[config.mk]
export PLATFORM = sky130hd
export DESIGN_NAME = frog_hop_ctrl
export DESIGN_NICKNAME = d
export VERILOG_FILES = /design/src/rtl/frog_pkg.sv /design/src/rtl/frog_key_edge.sv /design/src/rtl/frog_hop_ctrl.sv
export SDC_FILE = /design/constraint.sdc
export NUM_CORES = 1
export LEC_CHECK = 0
export BUFFER_PORTS_ARGS = -buffer_cell sky130_fd_sc_hd__buf_2
export CAP_MARGIN = 20
export CORE_MARGIN = 8
export CORE_UTILIZATION = 59
export DETAILED_ROUTE_END_ITERATION = 10
export PLACE_DENSITY_LB_ADDON = 0.12
export SLEW_MARGIN = 20
export SYNTH_ARGS = -nofsm -noshare
export SYNTH_HDL_FRONTEND = slang
export SYNTH_SLANG_ARGS = --single-unit
[constraint.sdc]
create_clock -name CLK -period 7.3 [get_ports CLK]
set_input_delay 0.73 -clock CLK [delete_from_list [all_inputs] [get_ports CLK]]
set_output_delay 0.73 -clock CLK [all_outputs]
set_load 0.01 [all_outputs]
[src/rtl/frog_pkg.sv]
// Shared types and default frame geometry for the frog hop controller.
package frog_pkg;

    localparam int FRAME_W_DEF = 640;
    localparam int FRAME_H_DEF = 480;
    localparam int SPRITE_DEF  = 20;

    typedef enum logic [1:0] {
        ST_IDLE,
        ST_HOP,
        ST_COOL
    } hop_state_t;

    typedef enum logic [1:0] {
        DIR_UP,
        DIR_DOWN,
        DIR_LEFT,
        DIR_RIGHT
    } dir_t;

endpackage

[src/rtl/frog_key_edge.sv]
// Frame-rate key edge detector. Key levels are sampled only on the frame tick,
// so a press is a key that is high now but was low at the previous tick.
// The output is a one-hot vector picking the highest-priority press:
// bit0 up, bit1 down, bit2 left, bit3 right (up wins).
module frog_key_edge (
    input  logic       CLK,
    input  logic       RESETn,
    input  logic       timer_done,
    input  logic       up,
    input  logic       down,
    input  logic       left,
    input  logic       right,
    output logic [3:0] press
);

    logic [3:0] keys;
    logic [3:0] history;
    logic [3:0] raw_press;

    assign keys      = {right, left, down, up};
    assign raw_press = keys & ~history;

    // Remember key levels as they were at the last frame tick
    always_ff @(posedge CLK or negedge RESETn) begin
        if (!RESETn)
            history <= '0;
        else if (timer_done)
            history <= keys;
    end

    // Reduce simultaneous presses to a single one-hot request
    always_comb begin
        press = 4'b0000;
        if (raw_press[0])
            press = 4'b0001;
        else if (raw_press[1])
            press = 4'b0010;
        else if (raw_press[2])
            press = 4'b0100;
        else if (raw_press[3])
            press = 4'b1000;
    end

endmodule

[src/rtl/frog_hop_ctrl.sv]
// Frog position controller: animated grid hops with post-hop cooldown,
// river-current drift on X while above the bank, and X saturation at the
// frame walls. All motion advances on the frame tick timer_done.
module frog_hop_ctrl
    import frog_pkg::*;
#(
    parameter int X_W        = 11,
    parameter int START_X    = 320,
    parameter int START_Y    = 440,
    parameter int FRAME_W    = FRAME_W_DEF,
    parameter int FRAME_H    = FRAME_H_DEF,
    parameter int SPRITE     = SPRITE_DEF,
    parameter int HOP_STEPS  = 5,
    parameter int STEP       = 4,
    parameter int COOL_TICKS = 2,
    parameter int DRIFT_W    = 4
) (
    input  logic                      CLK,
    input  logic                      RESETn,
    input  logic                      timer_done,
    input  logic                      reset_position,
    input  logic                      up,
    input  logic                      down,
    input  logic                      left,
    input  logic                      right,
    input  logic [8:0]                bank_width,
    input  logic signed [DRIFT_W-1:0] drift_speed,
    output logic [X_W-1:0]            ObjectStartX,
    output logic [X_W-1:0]            ObjectStartY,
    output logic                      hopping,
    output logic [1:0]                hop_dir,
    output logic                      hop_done
);

    localparam int SW  = X_W + 2;
    localparam int SCW = $clog2(HOP_STEPS + 1);
    localparam int CCW = $clog2(COOL_TICKS + 1);

    localparam logic signed [SW-1:0] ZERO       = '0;
    localparam logic signed [SW-1:0] X_MAX      = SW'(FRAME_W - SPRITE);
    localparam logic signed [SW-1:0] Y_MAX      = SW'(FRAME_H - SPRITE);
    localparam logic signed [SW-1:0] SPAN       = SW'(STEP * HOP_STEPS);
    localparam logic signed [SW-1:0] STEP_S     = SW'(STEP);
    localparam logic signed [SW-1:0] RIVER_BASE = SW'(FRAME_H - SPRITE);

    hop_state_t      state;
    logic [SCW-1:0]  step_cnt;
    logic [CCW-1:0]  cool_cnt;
    logic [3:0]      press;

    logic signed [SW-1:0] sx, sy, bw, drift_ext;
    logic signed [SW-1:0] dx, dy, x_sum;
    logic signed [SW-1:0] t_up, t_down, t_left, t_right;
    logic                 in_river;
    logic [X_W-1:0]       x_next, y_next;
    dir_t                 sel_dir;
    logic                 sel_valid, accept;

    frog_key_edge u_key_edge (
        .CLK        (CLK),
        .RESETn     (RESETn),
        .timer_done (timer_done),
        .up         (up),
        .down       (down),
        .left       (left),
        .right      (right),
        .press      (press)
    );

    // Next position for this tick: drift plus hop step, X clamped, and hop acceptance
    always_comb begin
        sx        = $signed({2'b00, ObjectStartX});
        sy        = $signed({2'b00, ObjectStartY});
        bw        = $signed({{(SW-9){1'b0}}, bank_width});
        drift_ext = {{(SW-DRIFT_W){drift_speed[DRIFT_W-1]}}, drift_speed};
        in_river  = sy < (RIVER_BASE - bw);

        dx = in_river ? drift_ext : ZERO;
        dy = ZERO;
        if (state == ST_HOP) begin
            case (hop_dir)
                DIR_UP:    dy = -STEP_S;
                DIR_DOWN:  dy = STEP_S;
                DIR_LEFT:  dx = dx - STEP_S;
                default:   dx = dx + STEP_S;
            endcase
        end

        x_sum = sx + dx;
        if (x_sum < ZERO)
            x_next = '0;
        else if (x_sum > X_MAX)
            x_next = X_W'(X_MAX);
        else
            x_next = X_W'(x_sum);
        y_next = X_W'(sy + dy);

        sel_valid = 1'b1;
        case (press)
            4'b0001: sel_dir = DIR_UP;
            4'b0010: sel_dir = DIR_DOWN;
            4'b0100: sel_dir = DIR_LEFT;
            4'b1000: sel_dir = DIR_RIGHT;
            default: begin
                sel_dir   = DIR_UP;
                sel_valid = 1'b0;
            end
        endcase

        t_up    = sy - SPAN;
        t_down  = sy + SPAN;
        t_left  = sx - SPAN;
        t_right = sx + SPAN;
        case (sel_dir)
            DIR_UP:    accept = sel_valid && (t_up >= ZERO);
            DIR_DOWN:  accept = sel_valid && (t_down <= Y_MAX);
            DIR_LEFT:  accept = sel_valid && (t_left >= ZERO);
            default:   accept = sel_valid && (t_right <= X_MAX);
        endcase
    end

    // Hop FSM, position registers and registered status outputs
    always_ff @(posedge CLK or negedge RESETn) begin
        if (!RESETn) begin
            ObjectStartX <= X_W'(START_X);
            ObjectStartY <= X_W'(START_Y);
            state        <= ST_IDLE;
            hopping      <= 1'b0;
            hop_dir      <= DIR_UP;
            hop_done     <= 1'b0;
            step_cnt     <= '0;
            cool_cnt     <= '0;
        end else if (reset_position) begin
            ObjectStartX <= X_W'(START_X);
            ObjectStartY <= X_W'(START_Y);
            state        <= ST_IDLE;
            hopping      <= 1'b0;
            hop_dir      <= DIR_UP;
            hop_done     <= 1'b0;
            step_cnt     <= '0;
            cool_cnt     <= '0;
        end else begin
            hop_done <= 1'b0;
            if (timer_done) begin
                ObjectStartX <= x_next;
                ObjectStartY <= y_next;
                case (state)
                    ST_IDLE: begin
                        if (accept) begin
                            hop_dir  <= sel_dir;
                            step_cnt <= '0;
                            state    <= ST_HOP;
                            hopping  <= 1'b1;
                        end
                    end
                    ST_HOP: begin
                        step_cnt <= step_cnt + 1'b1;
                        if (step_cnt == SCW'(HOP_STEPS - 1)) begin
                            hop_done <= 1'b1;
                            cool_cnt <= '0;
                            state    <= ST_COOL;
                            hopping  <= 1'b0;
                        end
                    end
                    ST_COOL: begin
                        cool_cnt <= cool_cnt + 1'b1;
                        if (cool_cnt == CCW'(COOL_TICKS - 1))
                            state <= ST_IDLE;
                    end
                    default: begin
                        state   <= ST_IDLE;
                        hopping <= 1'b0;
                    end
                endcase
            end
        end
    end

endmodule

# ---- After elaboration in Yosys (flattened, before gate mapping)
# Index checks and enable logic that the tools add are counted.
dict set report totals {
  regBits 37
  out_inout_bits 26
  word_cells 109
}
dict set report classes {
  add_sub_neg 11
  magnitude_cmp 7
  eq_ne 16
  mux 45
  bitwise_logic 2
  reduce_logical 19
}
# cell count
set ops {}
lappend ops {{$mux W11} 7}
lappend ops {{$mux W13} 2}
lappend ops {{$pmux W13 S2} 1}
lappend ops {{$add A11 B5 Y12 const B} 2}
lappend ops {{$ge A12 B1 Y1 const B} 2}
lappend ops {{$mux W2} 12}
lappend ops {{$sub A11 B5 Y12 const B} 2}
lappend ops {{$pmux W11 S2} 1}
lappend ops {{$mux W4} 4}
lappend ops {{$add A12 B13 Y13} 1}
lappend ops {{$add A13 B4 Y13 const B} 1}
lappend ops {{$gt A13 B11 Y1 const B} 1}
lappend ops {{$lt A13 B1 Y1 const B} 1}
lappend ops {{$sub A13 B4 Y13 const B} 1}
lappend ops {{$le A12 B10 Y1 const B} 1}
lappend ops {{$le A12 B9 Y1 const B} 1}
lappend ops {{$lt A12 B10 Y1} 1}
lappend ops {{$pmux W2 S3} 2}
lappend ops {{$add A11 B11 Y11} 1}
lappend ops {{$sub A9 B9 Y10 const A} 1}
lappend ops {{$mux W1} 9}
lappend ops {{$mux W3} 3}
lappend ops {{$reduce_and A3 Y1} 3}
lappend ops {{$eq A2 B1 Y1 const B} 4}
lappend ops {{23 further kinds} 36}

# ---- Logic depth before layout (Yosys ltp)
dict set report logic_depth {
  ltp_word 15
  mapped_depth 25
}

# ---- By module
# From an unflattened synthesis, not the netlist that was laid out.
dict set report hier_totals {
  cells_unflattened 379
  hier_area_um2 3353.2
}
# mod instances cells_per_inst area_per_inst_um2
set by_module_without_submodules {}
lappend by_module_without_submodules {frog_hop_ctrl 1 363 3129.3}
lappend by_module_without_submodules {frog_key_edge 1 16 224.0}

# ---- Least setup slack after synthesis
# Ideal clock, no wire load.
dict set report synth_path {
  path_kind {input port to flip-flop}
  start {input port bank_width[0]}
  end {register ObjectStartX[1]}
  t_arrival_ns 5.741
  t_required_ns 7.178
  setup_slack_ns 1.438
  path_stages 23
  cell_sequence {inv_1 ha_1 o21ai_0 xor2_1 ha_1 a2111oi_2 o21a_1 o211a_4 nand2_1 fa_1 fa_1 inv_1 fa_1 nand2_1 nand2_1 ha_1 o21ai_0 inv_1 a41o_1 a2111oi_2 nor3_2 and2_4 a32o_1}
}
dict set report synth_via {
  elab_chain_len 12
}
# element line_no
set synth_rtl {}
lappend synth_rtl {{from (decl)} frog_hop_ctrl.sv:26} ;# input logic [8:0] bank_width,
lappend synth_rtl {{$sub A9 B9 Y10 (*)} frog_hop_ctrl.sv:76} ;# in_river = sy < (RIVER_BASE - bw);
lappend synth_rtl {{$lt A12 B10 Y1 (*)} frog_hop_ctrl.sv:76}
lappend synth_rtl {{$mux W13 (*)} frog_hop_ctrl.sv:78} ;# dx = in_river ? drift_ext : ZERO;
lappend synth_rtl {{$add A13 B4 Y13 / $sub A13 B4 Y13 (equally long branches)} {frog_hop_ctrl.sv:85, frog_hop_ctrl.sv:84}}
lappend synth_rtl {{$pmux W13 S2} frog_hop_ctrl.sv:81} ;# case (hop_dir)
lappend synth_rtl {{$mux W13 (*)} frog_hop_ctrl.sv:80} ;# if (state == ST_HOP) begin
lappend synth_rtl {{$add A12 B13 Y13 (*)} frog_hop_ctrl.sv:89} ;# x_sum = sx + dx;
lappend synth_rtl {{$gt A13 B11 Y1} frog_hop_ctrl.sv:92} ;# else if (x_sum > X_MAX)
lappend synth_rtl {{$mux W11} frog_hop_ctrl.sv:92}
lappend synth_rtl {{$mux W11 (*)} frog_hop_ctrl.sv:90} ;# if (x_sum < ZERO)
lappend synth_rtl {{$mux W11 (*)} frog_hop_ctrl.sv:144} ;# if (timer_done) begin
lappend synth_rtl {{$mux W11 (*)} frog_hop_ctrl.sv:133} ;# end else if (reset_position) begin
lappend synth_rtl {{to (signal assigned)} frog_hop_ctrl.sv:125} ;# ObjectStartX <= X_W'(START_X);
lappend synth_rtl {{to (signal assigned)} frog_hop_ctrl.sv:134} ;# ObjectStartX <= X_W'(START_X);
lappend synth_rtl {{to (signal assigned)} frog_hop_ctrl.sv:145} ;# ObjectStartX <= x_next;
lappend synth_rtl {{to (decl)} frog_hop_ctrl.sv:28} ;# output logic [X_W-1:0] ObjectStartX,
# Every way passes the cells marked *; elsewhere a longest branch is shown, timed or not. The select of a mux whose other input is x is not followed.
# A chain may end at the register's enable or synchronous reset.

# ---- Final worst setup path
dict set report layout_path {
  start {input port bank_width[1]}
  end {register ObjectStartX[1]}
}
# Same word-level chain as after synthesis.

==> flow_summary.rst <==
.. list-table::
   :header-rows: 1

   * - Metric
     - Value
   * - Proportion of layout cells with a drive suffix above 1
     - 19.95%
   * - Post_cts resized
     - 0
   * - Worst slack after detailed placement
     - 0.8732 ns
   * - Crit path required time
     - 7.48 ns
   * - Layout-stage area growth over the synthesis result
     - 10.19%
   * - Most area-hungry cell type in the Yosys netlist
     - dfrtp_1
   * - Via count
     - 2940
   * - Leading cell types by count after synthesis
     - 42 x nand2_1, 33 x nor2_1, 32 x ha_1, 28 x dfrtp_1, 27 x o21ai_0
   * - Run status
     - completed
   * - Setup CP Type
     - in -> reg
   * - Mean Syn Cell Area
     - a little under 9 um^2
   * - Placeable core region
     - ~5500 um^2
   * - Min cycle time layout
     - 6.145 ns
   * - Met2 demand-to-capacity share in global routing
     - a little under a third
   * - Post-route fraction of the period consumed by the critical path
     - 84.18%
   * - Number of enable flip-flop cells after synthesis
     - 0
   * - Fraction of post-synthesis cell area in the top cell type by area
     - between 20% and 30%
   * - Placed cell count
     - 485
   * - Power Density
     - 260.8 nW/um^2
   * - Pin count of the biggest net entering global routing
     - 36
   * - Initial DRT Pass Iterations
     - 5
   * - Highest fanout seen on the critical path
     - 6
   * - Total wirelength of the detailed-routed design
     - slightly above 8 mm
   * - I/O pins
     - 47
   * - Number of max-capacitance violations reported
     - 0
   * - Die Area
     - 8272 um^2
   * - Layout Cells excl Fill
     - around 500
   * - Cell Area, Placed
     - 3561 um^2
   * - TritonCTS clock tree
     - yes
   * - Final hold slack
     - 0.4993 ns
   * - Largest vdd supply drop
     - 0.1340 mV
   * - Biggest area contributors in the synthesized netlist
     - dfrtp_1 21%, ha_1 12%, dfstp_2 5.5%
   * - Most repeated library cell on the critical path
     - nand2_1
   * - List of cells traversed by the critical path
     - buf_2 > o211ai_1 > nand2_1 > nand2_1 > xnor2_1 > ha_1 > a2111oi_2 > o21a_1 > o211a_4 > nand2_1 > fa_1 > fa_1 > inv_1 > fa_1 > nand2_1 > nand2_1 > ha_1 > o21ai_0 > inv_1 > a41o_1 > a2111oi_2 > nor3_2 > and2_4 > a32o_1
   * - Worst stage delay on the critical path
     - 0.54 ns
   * - Setup Skew
     - between 0.008 and 0.009 ns
   * - Count of hold buffers inserted by post-cts repair
     - 0
   * - Top_reg_cell synth
     - dfrtp_1
   * - Worst skew pair latency
     - just under 0.3 ns
   * - Nature of the critical path endpoint
     - flip-flop
   * - Number of hold violations in the final report
     - 0
   * - Root Buffer Master
     - clkbuf_8
   * - # diodes
     - 0
   * - Chip height
     - 90.95 um
   * - Number of nets in the final layout
     - 481
   * - Worst Max-Slew Pin Slew
     - ~0.8 ns
   * - Post-CTS setup buffers
     - 0
   * - Number of placement rows
     - 27
   * - Cell with the most instances after synthesis
     - nand2_1
   * - Antenna violations before repair
     - 0
   * - DRC Markers
     - 0
   * - Number of port buffers
     - 44
   * - Sequential element share of the synthesized area
     - about a quarter
   * - Clock buffers created by TritonCTS
     - 5
   * - CTS clock-pin slew for the worst setup and hold paths
     - 0.07 ns
   * - Post-synthesis cell type count
     - 66
   * - Crit path DAT
     - about 6.3 ns
   * - Buffers from clock root to sink, at most
     - 2
   * - Average detailed-routed wire length per instance
     - about 16 um
   * - Sum of negative setup slack
     - 0 ns
   * - Type of the tightest min-delay check
     - reg -> reg
   * - Leftover overflow at the end of global routing
     - 0
   * - Vias per std cell
     - 5.963
   * - Detail Placement HPWL
     - between 6 and 7 mm
   * - Normalized max-slew margin
     - 48.20%
   * - Setup repair after global routing missed its margin
     - no
   * - Gate count of the mapped netlist
     - roughly 380
   * - Async set-or-reset flop fraction in the synthesized netlist
     - 100.0%
   * - Number of H-tree branching levels
     - 2
   * - Clock sink count
     - 35
   * - Final Slew Violations
     - 0
   * - Cell Area, Synth
     - 3314 um^2
   * - Most congested layer reported by global routing
     - met2
   * - Grt met3 use
     - 3.951%
   * - Post-route design area
     - between 3000 and 4000 um^2
   * - Global-route wire length before repair
     - 13.81 mm
   * - Overall routing resource usage
     - around 20%
   * - Initial Util
     - 60.56%
   * - Post-layout total power
     - 952.4 uW
   * - Die width
     - 90.95 um
   * - Minimum setup slack in the final design
     - 1.155 ns
   * - Setup-violating endpoint count in the final report
     - 0
   * - Leakage power
     - roughly 1.7 nW
   * - Detailed Route Iter0 Violations
     - 227
   * - Count of nets left with antenna violations after detail routing
     - 0
   * - Vias in the first global route
     - 2826
   * - Post-layout util
     - 66.74%
   * - Register bit count reported by yosys
     - 35
   * - Type of element launching the critical path
     - input port
   * - Synthesis Warnings
     - 0
   * - Critical Path Slowest Stage Cell
     - fa_1
   * - Filler Cells Inserted
     - 477
   * - Met1 Usage GRT
     - between 20% and 30%
   * - Fmax
     - 162.7 MHz
   * - Weighted congestion reported at the end of routability-driven placement
     - around 0.9
placed cells by master (no fill, tap or decap), drive strengths merged, types with 3 or more instances in the layout:
| cell | n |
|---|---|
| clkbuf | 7 |
| o21a | 4 |
| dfrtp | 28 |
| a211oi | 4 |
| a32o | 4 |
| o211ai | 7 |
| mux2 | 6 |
| fa | 8 |
| nand3 | 13 |
| ha | 32 |
| buf | 44 |
| inv | 23 |
| xor2 | 8 |
| nor2b | 3 |
| nand2 | 42 |
| nand2b | 5 |
| a21o | 10 |
| and2 | 7 |
| a21oi | 23 |
| nor3 | 9 |
| nor4 | 3 |
| o21ai | 27 |
| nand4 | 4 |
| o221ai | 3 |
| a31oi | 4 |
| a221oi | 4 |
| nor2 | 33 |
| dfstp | 7 |
| xnor2 | 13 |
| a2111oi | 3 |
worst max-delay path: cells and delay by family:
kind | cells | cell delay (ns)
AOI/OAI and AO/OA | 8 | 2.24
adders and majority gates | 5 | 1.97
and+or+nand+nor | 7 | 0.97
buffers and inverters | 3 | 0.27
xor gates and xnor gates | 1 | 0.14
metal layers:
layer	vias to the layer above	wire, um
li1	1461	-
met1	1396	4085
met2	76	3560
met3	7	407
met4	0	63
met5	-	0
registers in the layout (all words and copies together) (netlist names):
name and count:
ObjectStartX 11, ObjectStartY 9, u_key_edge.history 4, step_cnt 3, cool_cnt 2, hop_dir 2
state 2, hop_done 1, hopping 1
where the power goes:
group / internal [mW] / total [mW] / switching, mW
Clock: 0.0760 / 0.143 / 0.0673
Combinational: 0.220 / 0.536 / 0.316
Sequential: 0.228 / 0.273 / 0.0456
Total: 0.524 / 0.952 / 0.429
cell families (layout without fill, tap and decap cells):
logic type / Yosys count / count (layout) / share of synthesized area, %
AOI/OAI and AO/OA: 112 / 112 / 24.88
xor gates and xnor gates: 21 / 21 / 5.549
adders and majority gates: 40 / 40 / 16.91
buffers and inverters: 34 / 76 / 4.756
DFF: 35 / 35 / 26.69
muxes: 8 / 8 / 2.642
other: 1 / 2 / 0.1131
and+or+nand+nor: 127 / 127 / 18.46
path summary, 6_finish.rpt:
kind / start / endpoint / slack [ns] / cells after the start
hold reg to reg: u_key_edge.history[1] / u_key_edge.history[1] / 0.50 / 1
max in group asynchronous: RESETn / hop_done / 6.28 / 1
setup / recovery: bank_width[1] / ObjectStartX[1] / 1.15 / 24
setup reg to reg: ObjectStartY[7] / ObjectStartX[1] / 1.71 / 19
hold / removal: u_key_edge.history[1] / u_key_edge.history[1] / 0.50 / 1
min in group asynchronous: RESETn / cool_cnt[0] / 0.52 / 1
area by class of cell:
type | count | area [um^2] | share of cell area, %
clock buffer | 7 | 86.33 | 2.364
clock inverter | 1 | 5.005 | 0.1370
inverter | 24 | 90.09 | 2.467
multi-input combinational | 310 | 2276 | 62.32
sequential | 35 | 884.6 | 24.22
tap | 72 | 90.09 | 2.467
timing repair buffer | 44 | 220.2 | 6.029
Note: power is estimated with default switching activity, not from simulation.
